[src/rtl/calc_pkg.sv]
// Shared definitions for the calculator sequencer.
// Holds the operator key encodings, the sequencer state encoding and the
// default datapath width used by calc_seq and calc_iter_unit.
package calc_pkg;

    localparam int unsigned DEFAULT_W = 8;

    // Operator key codes as presented on the op input.
    typedef enum logic [1:0] {
        OP_ADD = 2'd0,
        OP_SUB = 2'd1,
        OP_MUL = 2'd2,
        OP_DIV = 2'd3
    } op_e;

    typedef enum logic [2:0] {
        StEnterA,
        StEnterB,
        StExec,
        StShow,
        StErr
    } state_e;

endpackage

[src/rtl/calc_iter_unit.sv]
// Iterative multiply/divide unit for the calculator.
// MUL: shift-add into a 2W-bit product, one multiplier bit per cycle.
// DIV: restoring division, one quotient bit per cycle, quotient only.
// Ports:
//   clk, rst      clock, asynchronous active-low reset
//   start         pulse on the first execute cycle; operands sampled here
//   abort         drops any running operation
//   mode          0 = MUL, 1 = DIV
//   a, b          operands (DIV: a / b)
//   result        W-bit result, valid while done is high
//   ovf           MUL product does not fit in W bits (valid with done)
//   dz            divide by zero (raised together with done on the start cycle)
//   done          high in the cycle the final step completes
module calc_iter_unit import calc_pkg::*; #(
    parameter int unsigned W = DEFAULT_W
) (
    input  logic         clk,
    input  logic         rst,
    input  logic         start,
    input  logic         abort,
    input  logic         mode,
    input  logic [W-1:0] a,
    input  logic [W-1:0] b,
    output logic [W-1:0] result,
    output logic         ovf,
    output logic         dz,
    output logic         done
);

    localparam int unsigned CntW = $clog2(W);

    logic            run_q, run_d;
    logic            mode_q, mode_d;
    logic [CntW-1:0] cnt_q, cnt_d;
    logic [2*W-1:0]  acc_q, acc_d;  // MUL: partial product, DIV: remainder
    logic [2*W-1:0]  opd_q, opd_d;  // MUL: shifted multiplicand, DIV: divisor
    logic [W-1:0]    sh_q, sh_d;    // MUL: multiplier, DIV: dividend -> quotient

    logic            cur_mode;
    logic [2*W-1:0]  cur_acc, cur_opd, nxt_acc, nxt_opd;
    logic [W-1:0]    cur_sh, nxt_sh;
    logic [W:0]      rem_sh, trial;
    logic            last;

    // The start cycle performs step 0 straight from the operand inputs, so a
    // full operation occupies exactly W cycles including the start cycle.
    always_comb begin
        cur_mode = start ? mode : mode_q;
        cur_acc  = start ? '0 : acc_q;
        cur_opd  = start ? {{W{1'b0}}, (mode ? b : a)} : opd_q;
        cur_sh   = start ? (mode ? a : b) : sh_q;

        rem_sh   = {cur_acc[W-1:0], cur_sh[W-1]};
        // Top bit of trial is the borrow: set when the shifted remainder < divisor.
        trial    = rem_sh - {1'b0, cur_opd[W-1:0]};

        if (cur_mode) begin
            nxt_acc = {{W{1'b0}}, (trial[W] ? rem_sh[W-1:0] : trial[W-1:0])};
            nxt_opd = cur_opd;
            nxt_sh  = {cur_sh[W-2:0], ~trial[W]};
        end else begin
            nxt_acc = cur_acc + (cur_sh[0] ? cur_opd : '0);
            nxt_opd = cur_opd << 1;
            nxt_sh  = cur_sh >> 1;
        end
    end

    assign last   = run_q && (cnt_q == CntW'(W - 1));
    assign dz     = start && mode && (b == '0);
    assign done   = !abort && (dz || last);
    assign result = cur_mode ? nxt_sh : nxt_acc[W-1:0];
    assign ovf    = !cur_mode && (nxt_acc[2*W-1:W] != '0);

    always_comb begin
        run_d  = run_q;
        mode_d = mode_q;
        cnt_d  = cnt_q;
        acc_d  = acc_q;
        opd_d  = opd_q;
        sh_d   = sh_q;
        if (abort) begin
            run_d = 1'b0;
        end else if (start) begin
            mode_d = mode;
            if (!dz) begin
                run_d = 1'b1;
                cnt_d = CntW'(1);
                acc_d = nxt_acc;
                opd_d = nxt_opd;
                sh_d  = nxt_sh;
            end
        end else if (run_q) begin
            cnt_d = cnt_q + CntW'(1);
            acc_d = nxt_acc;
            opd_d = nxt_opd;
            sh_d  = nxt_sh;
            if (last) begin
                run_d = 1'b0;
            end
        end
    end

    always_ff @(posedge clk or negedge rst) begin
        if (!rst) begin
            run_q  <= 1'b0;
            mode_q <= 1'b0;
            cnt_q  <= '0;
            acc_q  <= '0;
            opd_q  <= '0;
            sh_q   <= '0;
        end else begin
            run_q  <= run_d;
            mode_q <= mode_d;
            cnt_q  <= cnt_d;
            acc_q  <= acc_d;
            opd_q  <= opd_d;
            sh_q   <= sh_d;
        end
    end

endmodule

[src/rtl/calc_seq.sv]
// Calculator control sequencer.
// Turns one-cycle key pulses into operand entry, operator selection and
// execution on an unsigned W-bit datapath. ADD/SUB finish in one execute
// cycle; MUL/DIV are delegated to calc_iter_unit and take W cycles.
// Ports:
//   clk, rst      clock, asynchronous active-low reset
//   digit_valid   digit key pulse, digit = key value (10..15 ignored)
//   op_valid      operator key pulse, op = 0 ADD, 1 SUB, 2 MUL, 3 DIV
//   eq_valid      equals key pulse
//   clr           synchronous clear pulse (highest priority)
//   disp          registered display value
//   busy          high while executing
//   done          one-cycle pulse on the first result/error cycle
//   err           high while in the error state
module calc_seq import calc_pkg::*; #(
    parameter int unsigned W = DEFAULT_W
) (
    input  logic         clk,
    input  logic         rst,
    input  logic         digit_valid,
    input  logic [3:0]   digit,
    input  logic         op_valid,
    input  logic [1:0]   op,
    input  logic         eq_valid,
    input  logic         clr,
    output logic [W-1:0] disp,
    output logic         busy,
    output logic         done,
    output logic         err
);

    state_e       state_q, state_d;
    op_e          opr_q, opr_d;
    logic [W-1:0] a_q, a_d, b_q, b_d, disp_q, disp_d;
    logic         busy_q, busy_d, done_q, done_d, err_q, err_d;
    logic         start_q, start_d;  // first execute cycle marker

    logic [W+3:0] a_new, b_new;
    logic         digit_ok, a_ok, b_ok;
    logic [W:0]   sum;

    logic         iter_start, iter_ovf, iter_dz, iter_done;
    logic [W-1:0] iter_result;

    // 10*x + digit as (x << 3) + (x << 1) + digit, wide enough never to wrap.
    assign digit_ok = (digit < 4'd10);
    assign a_new    = ({4'b0, a_q} << 3) + ({4'b0, a_q} << 1) + (W+4)'(digit);
    assign b_new    = ({4'b0, b_q} << 3) + ({4'b0, b_q} << 1) + (W+4)'(digit);
    assign a_ok     = digit_ok && (a_new[W+3:W] == 4'd0);
    assign b_ok     = digit_ok && (b_new[W+3:W] == 4'd0);
    assign sum      = {1'b0, a_q} + {1'b0, b_q};

    assign iter_start = start_q && (state_q == StExec) && (opr_q == OP_MUL || opr_q == OP_DIV);

    calc_iter_unit #(
        .W (W)
    ) u_iter (
        .clk    (clk),
        .rst    (rst),
        .start  (iter_start),
        .abort  (clr),
        .mode   (opr_q == OP_DIV),
        .a      (a_q),
        .b      (b_q),
        .result (iter_result),
        .ovf    (iter_ovf),
        .dz     (iter_dz),
        .done   (iter_done)
    );

    // Next-state and register updates. Only the highest-priority key acts.
    always_comb begin
        state_d = state_q;
        opr_d   = opr_q;
        a_d     = a_q;
        b_d     = b_q;
        start_d = 1'b0;

        if (clr) begin
            state_d = StEnterA;
            opr_d   = OP_ADD;
            a_d     = '0;
            b_d     = '0;
        end else begin
            unique case (state_q)
                StEnterA: begin
                    if (eq_valid) begin
                        // equals before an operator does nothing
                    end else if (op_valid) begin
                        opr_d   = op_e'(op);
                        b_d     = '0;
                        state_d = StEnterB;
                    end else if (digit_valid && a_ok) begin
                        a_d = a_new[W-1:0];
                    end
                end
                StEnterB: begin
                    if (eq_valid) begin
                        state_d = StExec;
                        start_d = 1'b1;
                    end else if (op_valid) begin
                        opr_d = op_e'(op);
                    end else if (digit_valid && b_ok) begin
                        b_d = b_new[W-1:0];
                    end
                end
                StExec: begin
                    case (opr_q)
                        OP_ADD: begin
                            if (sum[W]) begin
                                state_d = StErr;
                            end else begin
                                a_d     = sum[W-1:0];
                                state_d = StShow;
                            end
                        end
                        OP_SUB: begin
                            if (a_q < b_q) begin
                                state_d = StErr;
                            end else begin
                                a_d     = a_q - b_q;
                                state_d = StShow;
                            end
                        end
                        default: begin
                            if (iter_done) begin
                                if (iter_ovf || iter_dz) begin
                                    state_d = StErr;
                                end else begin
                                    a_d     = iter_result;
                                    state_d = StShow;
                                end
                            end
                        end
                    endcase
                end
                StShow: begin
                    if (eq_valid) begin
                        // repeated equals is ignored
                    end else if (op_valid) begin
                        opr_d   = op_e'(op);
                        b_d     = '0;
                        state_d = StEnterB;
                    end else if (digit_valid && digit_ok) begin
                        a_d     = W'(digit);
                        state_d = StEnterA;
                    end
                end
                StErr: begin
                    // only clr leaves the error state
                end
                default: begin
                    state_d = StEnterA;
                end
            endcase
        end
    end

    // Outputs are derived from the next state so they register in step with it.
    always_comb begin
        disp_d = disp_q;
        unique case (state_d)
            StEnterA, StShow: disp_d = a_d;
            StEnterB:         disp_d = b_d;
            StErr:            disp_d = '0;
            default:          disp_d = disp_q;
        endcase
        busy_d = (state_d == StExec);
        err_d  = (state_d == StErr);
        done_d = (state_q == StExec) && (state_d == StShow || state_d == StErr);
    end

    always_ff @(posedge clk or negedge rst) begin
        if (!rst) begin
            state_q <= StEnterA;
            opr_q   <= OP_ADD;
            a_q     <= '0;
            b_q     <= '0;
            start_q <= 1'b0;
            disp_q  <= '0;
            busy_q  <= 1'b0;
            done_q  <= 1'b0;
            err_q   <= 1'b0;
        end else begin
            state_q <= state_d;
            opr_q   <= opr_d;
            a_q     <= a_d;
            b_q     <= b_d;
            start_q <= start_d;
            disp_q  <= disp_d;
            busy_q  <= busy_d;
            done_q  <= done_d;
            err_q   <= err_d;
        end
    end

    assign disp = disp_q;
    assign busy = busy_q;
    assign done = done_q;
    assign err  = err_q;

endmodule
[config.mk]
export PLATFORM = sky130hd
export DESIGN_NAME = calc_seq
export DESIGN_NICKNAME = d
export VERILOG_FILES = /design/src/rtl/calc_pkg.sv /design/src/rtl/calc_iter_unit.sv /design/src/rtl/calc_seq.sv
export SDC_FILE = /design/constraint.sdc
export NUM_CORES = 1
export LEC_CHECK = 0
export ABC_AREA = 1
export CELL_PAD_IN_SITES_DETAIL_PLACEMENT = 1
export CELL_PAD_IN_SITES_GLOBAL_PLACEMENT = 1
export CORE_MARGIN = 2
export CORE_UTILIZATION = 30
export DETAILED_ROUTE_END_ITERATION = 7
export PLACE_DENSITY = 0.64
export SLEW_MARGIN = 20
export SYNTH_ARGS = -nofsm -noshare
export SYNTH_HDL_FRONTEND = slang
export SYNTH_SLANG_ARGS = --single-unit
[constraint.sdc]
create_clock -name clk -period 4.4 [get_ports clk]
set_input_delay 1.1 -clock clk [delete_from_list [all_inputs] [get_ports clk]]
set_output_delay 1.1 -clock clk [all_outputs]
set_load 0.01 [all_outputs]
==> impl_metrics.ini, run 1 <==
[global_routing]
grt_pass1_wl_um = 45400
grt_pass1_vias = 8109
antenna_found_initial = 0
grt_max_degree = 48
gr-usage-all-layers = 0.220
overflow = 0

[route]
drt_first_iter_violations = 453
wl_per_cell_um = 18.4
drc = 0
vias = 8051
routed_via_density = 5.21
dr.pass1.iters = 5
wirelength_um = 28400
drtAntennaViolNets = 0

[worst_setup_path]
cp_data_arrival_time_ns = 4.35
cp.required_ns = 4.71
r2r-start = state_q[0]$_DFF_PN0_
reg2reg_depth = 31
startpoint_type = flop
slowest_stage = dfrtp_1
cpMostUsedCell = nand2_1
cpPeakStageDelay_ns = 0.37
endpoint_kind = flop
worst-r2r-setup-slack_ns = 0.35
criticalPathCategory = flop to flop
r2r-end = disp[3]$_DFFE_PN0P_
crit_fanout = 8

[job]
maxCapViolations = 0

[run_status]
status = complete, no violations

[timing]
tns_ns = 0
finalMaxSlewViolations = 0
setup_violations = 0
clock_skew_ns = 0.0173
fmax_ghz = 0.247
setup_slack_ns = 0.354
post-route-period-util = 0.920
whs_ns = 0.487
tightest_slew_ns = 0.725
min_period_ns = 4.05
max_slew_margin = 0.516
hold_violations = 0

[cells_and_area]
layout-drive-gt1-share = 0.126
final_cell_mix = nand2_1, inv_1, nor2_1, o21ai_0, a21oi_1
nFillCells = 3231
antenna_cells = 0
area.growth.synth_to_final_pct = 19.4
layout_commonest_cell = nand2_1
nNetsFinal = 1296

[logic_synthesis]
synth_seq_cells = 78
synth_top_family_by_area = simple AND/OR/NAND/NOR gates
netlist_area_um2 = 7660
synth_cells = 1132
synth_compound_area_frac = 0.204
synth_edf_count = 0
synthSimpleGateAreaFrac = 0.290
muxShareOfSynthArea = 0
seq_area_frac_synth = 0.255
avgSynthCellArea_um2 = 6.76
async_flop_share = 1.00
yosysUniqueCellTypes = 48
syn_nets = 1217
ys.flop_type = dfrtp_1
post_synth_fa_ha_maj_area_fraction = 0.127
yosysWarnings = 0
synth_xor_area_frac = 0.0240

[floorplan]
dieArea_um2 = 26800
io_pins = 23
die_w_um = 164
row_count = 58
start_util = 0.305
coreArea_um2 = 25100
die_y_um = 164

[pwr]
totalPowerFinal_mw = 2.41
p_leak_nw = 4.98
powerDensity_nw_per_um2 = 264
vdd_drop_max_mv = 0.152

[cts]
path_clk_slew_ns = 0.08
clockRootBuffer = clkbuf_16
cts_tree = done
numCtsBuffers = 9
clock_latency_ns = 0.37
cts.path.max_buffers = 2
clock-sinks = 78
htree_levels = 3
cts_hold_buf = 0

[placement]
pre_cts_ws_ns = -0.331
port_buffers = 22
routabilityCongestion = 0.872
dp_hpwl_um = 22100

[worst_hold_path]
min_from = u_iter.cnt_q[2]$_DFFE_PN0P_
hold_end = u_iter.cnt_q[2]$_DFFE_PN0P_
worst_hold_path_type = flop to flop
whs_path_depth = 2
==> cell families (layout without fill, tap and decap cells) <==
group	Yosys count	in the layout
and+or+nand+nor	496	496
AOI/OAI and AO/OA	268	268
buffers and inverters	195	279
DFF	78	78
adders and majority gates	74	74
xor gates and xnor gates	21	21
==> metal layers <==
| layer | wire (µm) | up-vias | share of wire | global-route usage |
|---|---|---|---|---|
| li1 | - | 3936 | - | - |
| met1 | 13300 | 3925 | 0.47 | 0.289 |
| met2 | 13700 | 158 | 0.48 | 0.379 |
| met3 | 914 | 32 | 0.032 | 0.0311 |
| met4 | 544 | 0 | 0.019 | 0.0590 |
| met5 | 0 | - | 0 | 0 |
==> cell type report <==
class	count	area [µm²]	share of cell area
sequential	78	1950	0.213
clock inverter	5	42.5	0.00465
tap	330	413	0.0452
clock buffer	11	243	0.0265
multi-input combinational	859	5010	0.548
timing repair buffer	102	873	0.0955
inverter	161	606	0.0662
==> worst max-delay path, delay by kind of cell (launching register included) <==
kind                       cells  cell delay, ns
adders and majority gates      1            0.19
DFF                            1            0.37
buffers and inverters          7            0.82
and+or+nand+nor               23            2.58
==> where the power goes <==
part	internal, mW	total, mW	switching, mW
clock	0.406	0.766	0.360
sequential	0.754	0.793	0.0389
combinational	0.298	0.854	0.556
total	1.46	2.41	0.954
==> through the flow <==
stage / instances / utilization / area [µm²]
floorplan: 1132 / - / 7660
global placement: 1525 / 0.348 / 8740
detailed placement: 1525 / 0.348 / 8740
CTS: 1541 / 0.360 / 9030
global route: 1546 / 0.364 / 9140
finish: 1546 / 0.364 / 9140
==> flip-flops by register name, summed over array words and instances, names as in the netlist, 2 cells and up <==
name          flops
u_iter.sh_q       8
u_iter.cnt_q      3
u_iter.opd_q     16
disp              8
a_q               8
opr_q             2
u_iter.acc_q     16
b_q               8
state_q           3
==> worst max-delay path by stage <==
stage / startpoint / slack, ns / cells after the start / end
after floorplan: state_q[2]$_DFF_PN0_ / 0.03 / 28 / disp[6]$_DFFE_PN0P_
after global placement: digit[3] / -0.28 / 21 / disp[6]$_DFFE_PN0P_
after detailed placement: digit[3] / -0.33 / 21 / disp[6]$_DFFE_PN0P_
after CTS: digit[3] / 0.03 / 21 / disp[1]$_DFFE_PN0P_
after global routing: state_q[0]$_DFF_PN0_ / -0.01 / 26 / disp[5]$_DFFE_PN0P_
final: state_q[0]$_DFF_PN0_ / 0.35 / 31 / disp[3]$_DFFE_PN0P_
==> synthesized netlist by cell type, drive strengths merged (2+ instances only) <==
library cell	count	share of area
xor2	15	0.017
nor2	132	0.071
a31oi	25	0.020
or2	3	0.0025
clkbuf	22	0.011
o21ai	100	0.066
clkinv	4	0.0021
buf	12	0.0096
nand3b	6	0.0059
ha	66	0.11
nand3	77	0.059
nand4	17	0.014
o21bai	7	0.0083
nor3	12	0.0078
fa	7	0.018
o21a	6	0.0059
dfrtp	78	0.25
o211ai	32	0.031
nand2	247	0.13
inv	157	0.077
a21oi	83	0.056
xnor2	6	0.0069
nor4	2	0.0016
a22oi	4	0.0039
o221ai	5	0.0057
==> what timing repair did <==
action                                  4_1_cts  5_1_grt
endpoints found under the setup margin        0       11
gates resized for setup                       0       20
setup buffers                                 0        5
Note: power is estimated with default switching activity, not from simulation.
==> run 2, diff against run 1 <==
PLACE_DENSITY = 0.62   (was 0.64)
clock period = 5.2 ns   (was 4.4 ns; I/O delays follow)
==> run 2 against run 1 <==
Compared with the run above:
- flip-flop and latch count is the same
- clock-buffer cell count grew 1
- worst hold slack got worse by 0.015 ns
- sequential share of layout area is 1.3 points higher
- setup slack improved by 0.13 ns
- global-route usage down 0.31 points
- clock power down 20%
==> impl_metrics.ini, run 2 (synthesized netlist as in run 1, its figures left out) <==
[run_status]
status = complete, no violations

[worst_setup_path]
cp_data_arrival_time_ns = 4.95
startpoint_type = input port
criticalPathCategory = input port to flop
crit_fanout = 16
cp.required_ns = 5.44
endpoint_kind = flop

[cts]
clockRootBuffer = clkbuf_16
cts_resized = 0
htree_levels = 3
cts.path.max_buffers = 2
postCtsSetupBuffers = 0
clock_latency_ns = 0.35
numCtsBuffers = 9
clock-sinks = 78
cts_tree = done
path_clk_slew_ns = 0.06
cts_hold_buf = 0

[timing]
post-route-period-util = 0.907
hold_violations = 0
setup_slack_ns = 0.485
fmax_ghz = 0.212
tns_ns = 0
grt_setup_unrepaired = false
setup_violations = 0
clock_skew_ns = 0.00845
finalMaxSlewViolations = 0
tightest_slew_ns = 1.04
min_period_ns = 4.72
max_slew_margin = 0.305

[route]
dr.pass1.iters = 5
drtAntennaViolNets = 0
vias = 7685
drc = 0
drt_first_iter_violations = 567
wl_per_cell_um = 18.8
wirelength_um = 28000
routed_via_density = 5.15

[cells_and_area]
final_cell_mix = nand2_1, inv_1, nor2_1, o21ai_0, a21oi_1
top_regs = u_iter.acc_q: 16 flops, u_iter.opd_q: 16 flops
layout-drive-gt1-share = 0.0740
antenna_cells = 0
layout_commonest_cell = nand2_1
area.growth.synth_to_final_pct = 12.4
nFillCells = 3282
nNetsFinal = 1242

[placement]
dp_hpwl_um = 21700
port_buffers = 22
pre_cts_ws_ns = 0.202
routabilityCongestion = 0.870

[floorplan]
coreArea_um2 = 25100
die_y_um = 164
row_count = 58
start_util = 0.305
dieArea_um2 = 26800
io_pins = 23
die_w_um = 164

[global_routing]
grt_pass1_vias = 7952
gr-usage-all-layers = 0.217
overflow = 0
grt_pass1_wl_um = 44800
grt_max_degree = 53
antenna_found_initial = 0

[pwr]
p_leak_nw = 4.64
powerDensity_nw_per_um2 = 228
vdd_drop_max_mv = 0.128

[job]
maxCapViolations = 0

[worst_hold_path]
worst_hold_path_type = flop to flop
==> run 2: changes by cell type in the layout (fill, tap and decap cells not counted), sizes merged <==
cell           before  now
inv               159  157
buf                81   27
clkinvlp            0    1
clkbuf             11   12
dlymetal6s2s        2    0
clkdlybuf4s50      19   21
==> run 2: through the flow <==
stage                     power (mW)  hold WS [ns]  area, µm²  cells   util
after floorplan                 1.11         0.437       7660   1132      -
after global placement          1.36         0.451       8340   1476  0.332
after detailed placement        1.36         0.459       8340   1476  0.332
after CTS                       1.98         0.475       8610   1492  0.343
after global routing            2.08         0.516       8610   1492  0.343
final                           1.96         0.473       8610   1492  0.343
==> run 2: worst max-delay path, cell delays in order <==
cell and delay [ns]:
clkdlybuf4s50_1 0.53, fa_1 0.58, ha_1 0.30, nand3_1 0.07
nand2_1 0.10, a21oi_1 0.07, nor2_1 0.09, nor2_1 0.06
o21bai_1 0.12, a21oi_1 0.08, o21ai_1 0.80, nand2_1 0.13
o211ai_1 0.15, nand3_1 0.10, inv_1 0.09, nand2_1 0.05
nand2_1 0.10, nor2_1 0.06, nor2_1 0.10, nor2_1 0.05
==> run 2: layer usage <==
| layer | track usage | share of wire | vias to the layer above |
|---|---|---|---|
| met1 | 0.284 | 0.46 | 3716 |
| li1 | - | - | 3830 |
| met3 | 0.0268 | 0.027 | 30 |
| met4 | 0.0582 | 0.024 | 0 |
| met2 | 0.377 | 0.48 | 109 |
| met5 | 0 | 0 | - |
==> run 2: layout make-up <==
type | count | area (µm²) | area share
Tap cell | 330 | 413 | 0.0480
Clock inverter | 4 | 22.5 | 0.00262
Inverter | 161 | 606 | 0.0703
Clock buffer | 12 | 246 | 0.0286
Sequential cell | 78 | 1950 | 0.227
Multi-Input combinational cell | 859 | 4960 | 0.576
Timing Repair Buffer | 48 | 413 | 0.0480
==> run 2: final timing paths <==
kind	start	to	slack, ns	cells after the start
worst max-delay path	digit[3]	disp[1]$_DFFE_PN0P_	0.48	20
worst max register to register	state_q[2]$_DFF_PN0_	disp[7]$_DFFE_PN0P_	0.57	24
max in group asynchronous	rst	done$_DFF_PN0_	3.26	2
min in group asynchronous	rst	u_iter.acc_q[4]$_DFFE_PN0P_	1.02	1
worst min-delay path	u_iter.sh_q[7]$_DFFE_PN0P_	u_iter.sh_q[7]$_DFFE_PN0P_	0.47	2
worst min register to register	u_iter.sh_q[7]$_DFFE_PN0P_	u_iter.sh_q[7]$_DFFE_PN0P_	0.47	2
==> run 2: report_power, final <==
group / leakage [nW] / total [mW] / switching (mW) / internal (mW)
Sequential: 0.994 / 0.685 / 0.0471 / 0.638
Combinational: 3.52 / 0.666 / 0.442 / 0.224
Clock: 0.132 / 0.612 / 0.277 / 0.335
Total: 4.64 / 1.96 / 0.766 / 1.20
==> run 3, diff against run 2 <==
PLACE_DENSITY = not set   (was 0.62)
PLACE_DENSITY_LB_ADDON = 0.08   (was not set)
==> run 3 against run 2 <==
Compared with the run above:
- routed wire length up 3.0%
- sequential power down 2%
- core utilization up 0.37 points
- power up 4.9%
- clock power up 14%
- critical path depth up 4
- first-iteration DRC count down 27%
==> impl_metrics.ini, run 3 (synthesized netlist as in run 1, its figures left out) <==
[job]
maxCapViolations = 0

[worst_setup_path]
cp_data_arrival_time_ns = 4.88
endpoint_kind = flop
startpoint_type = flop
cp.required_ns = 5.45
criticalPathCategory = flop to flop
worst-r2r-setup-slack_ns = 0.57
crit_fanout = 20

[global_routing]
grt_pass1_vias = 8053
antenna_found_initial = 0
overflow = 0
gr-usage-all-layers = 0.225
grt_pass1_wl_um = 46200
grt_max_degree = 44

[pwr]
swShare = 0.389
vdd_drop_max_mv = 0.116
p_seq_frac = 0.327
clkPwrFrac = 0.340
internal_power_mw = 1.26
p_comb_frac = 0.333
p_leak_nw = 4.69
powerDensity_nw_per_um2 = 237
power_switching_mw = 0.800

[floorplan]
row_count = 58
die_y_um = 164
coreArea_um2 = 25100
io_pins = 23
die_w_um = 164
start_util = 0.305
dieArea_um2 = 26800

[timing]
clock_skew_ns = 0.0134
max_slew_margin = 0.273
tightest_slew_ns = 1.09
min_period_ns = 4.63
grt_setup_unrepaired = false
tns_ns = 0
hold_violations = 0
post-route-period-util = 0.891
setup_slack_ns = 0.568
finalMaxSlewViolations = 0
setup_violations = 0
fmax_ghz = 0.216
whs_ns = 0.482

[cts]
path_clk_slew_ns = 0.07
cts_tree = done
htree_levels = 3
cts_resized = 0
cts_hold_buf = 0
clock_latency_ns = 0.36
clock-sinks = 78
postCtsSetupBuffers = 0
numCtsBuffers = 9
clockRootBuffer = clkbuf_16
cts.path.max_buffers = 2

[run_status]
status = complete, no violations

[placement]
routabilityCongestion = 0.847
placed_cell_area_um2 = 8400
dp_hpwl_um = 22300
pre_cts_ws_ns = 0.229
port_buffers = 22

[route]
drc = 0
drt_first_iter_violations = 412
wirelength_um = 28800
wl_per_cell_um = 19.3
dr.pass1.iters = 4
drtAntennaViolNets = 0
vias = 7743
routed_via_density = 5.17

[cells_and_area]
postLayoutCellArea_um2 = 8700
layout-drive-gt1-share = 0.0788
nNetsFinal = 1248
antenna_cells = 0
layout_commonest_cell = nand2_1
area.growth.synth_to_final_pct = 13.6
post-route-util = 0.347
nFillCells = 3230
top_regs = u_iter.acc_q: 16 flops, u_iter.opd_q: 16 flops
final_cell_mix = nand2_1, inv_1, nor2_1, o21ai_0, a21oi_1

[worst_hold_path]
worst_hold_path_type = flop to flop
[run 3: cell types whose count changed in the layout (fill, tap and decap cells not counted)]
| cell | previous run | this run |
|---|---|---|
| clkinv_2 | 4 | 1 |
| inv_6 | 0 | 3 |
| buf_12 | 0 | 1 |
| bufinv_16 | 0 | 1 |
| nor2_1 | 124 | 125 |
| clkbuf_1 | 2 | 1 |
| buf_4 | 27 | 32 |
| nor2_2 | 2 | 1 |
[run 3: path summary, 6_finish.rpt]
check / startpoint / to / depth (start not counted)
worst max-delay path: state_q[0]$_DFF_PN0_ / disp[3]$_DFFE_PN0P_ / 24
worst min-delay path: u_iter.sh_q[7]$_DFFE_PN0P_ / u_iter.sh_q[7]$_DFFE_PN0P_ / 2
worst max register to register: state_q[0]$_DFF_PN0_ / disp[3]$_DFFE_PN0P_ / 24
worst min register to register: u_iter.sh_q[7]$_DFFE_PN0P_ / u_iter.sh_q[7]$_DFFE_PN0P_ / 2
max in group asynchronous: rst / a_q[3]$_DFF_PN0_ / 2
min in group asynchronous: rst / u_iter.opd_q[13]$_DFFE_PN0P_ / 1
[run 3: power by group through the flow]
stage | Sequential, mW | Clock (mW) | Combinational, mW
3_3_place_gp | 0.686 | 0 | 0.689
3_5_place_dp | 0.686 | 0 | 0.690
4_1_cts | 0.674 | 0.720 | 0.693
2_1_floorplan | 0.682 | 0 | 0.431
5_1_grt | 0.677 | 0.742 | 0.776
6_report | 0.673 | 0.700 | 0.686
[run 3: metal layers]
layer	routed length (µm)	global-route usage
met5	0	0
met4	665	0.0698
met3	555	0.0235
met2	14100	0.389
met1	13600	0.296
[run 3: layout make-up]
cell class | count | area [µm²] | share of cell area
Clock buffer | 11 | 243 | 0.0279
Clock inverter | 5 | 63.8 | 0.00733
Inverter | 161 | 606 | 0.0696
Multi-Input combinational cell | 859 | 4950 | 0.569
Sequential cell | 78 | 1950 | 0.224
Tap cell | 330 | 413 | 0.0474
Timing Repair Buffer | 54 | 470 | 0.0541
[run 3: worst max-delay path, cell delays in order, from the launching register on]
cell and delay (ns):
dfrtp_1 0.43, inv_1 0.17, nand3_4 0.16, nor2_8 0.28, buf_4 0.32, nor2_1 0.09, inv_1 0.10, nor2_1 0.05
ha_1 0.40, a21oi_1 0.24, nor3_1 0.07, a2111oi_0 0.49, nand2_1 0.11, nand2_1 0.07, nand3_1 0.08, nand2_1 0.14
nor2_4 0.08, nand3_4 0.11, nand3_2 0.10, a21oi_4 0.38, nand3_1 0.15, nand2_2 0.21, nor2_1 0.10, nor2_1 0.12
nor2_1 0.06
[run 3: stage by stage]
step                      std cells  power, mW
after floorplan                1132       1.11
after global placement         1482       1.38
after detailed placement       1482       1.38
after CTS                      1498       2.09
after global routing           1498       2.20
final                          1498       2.06
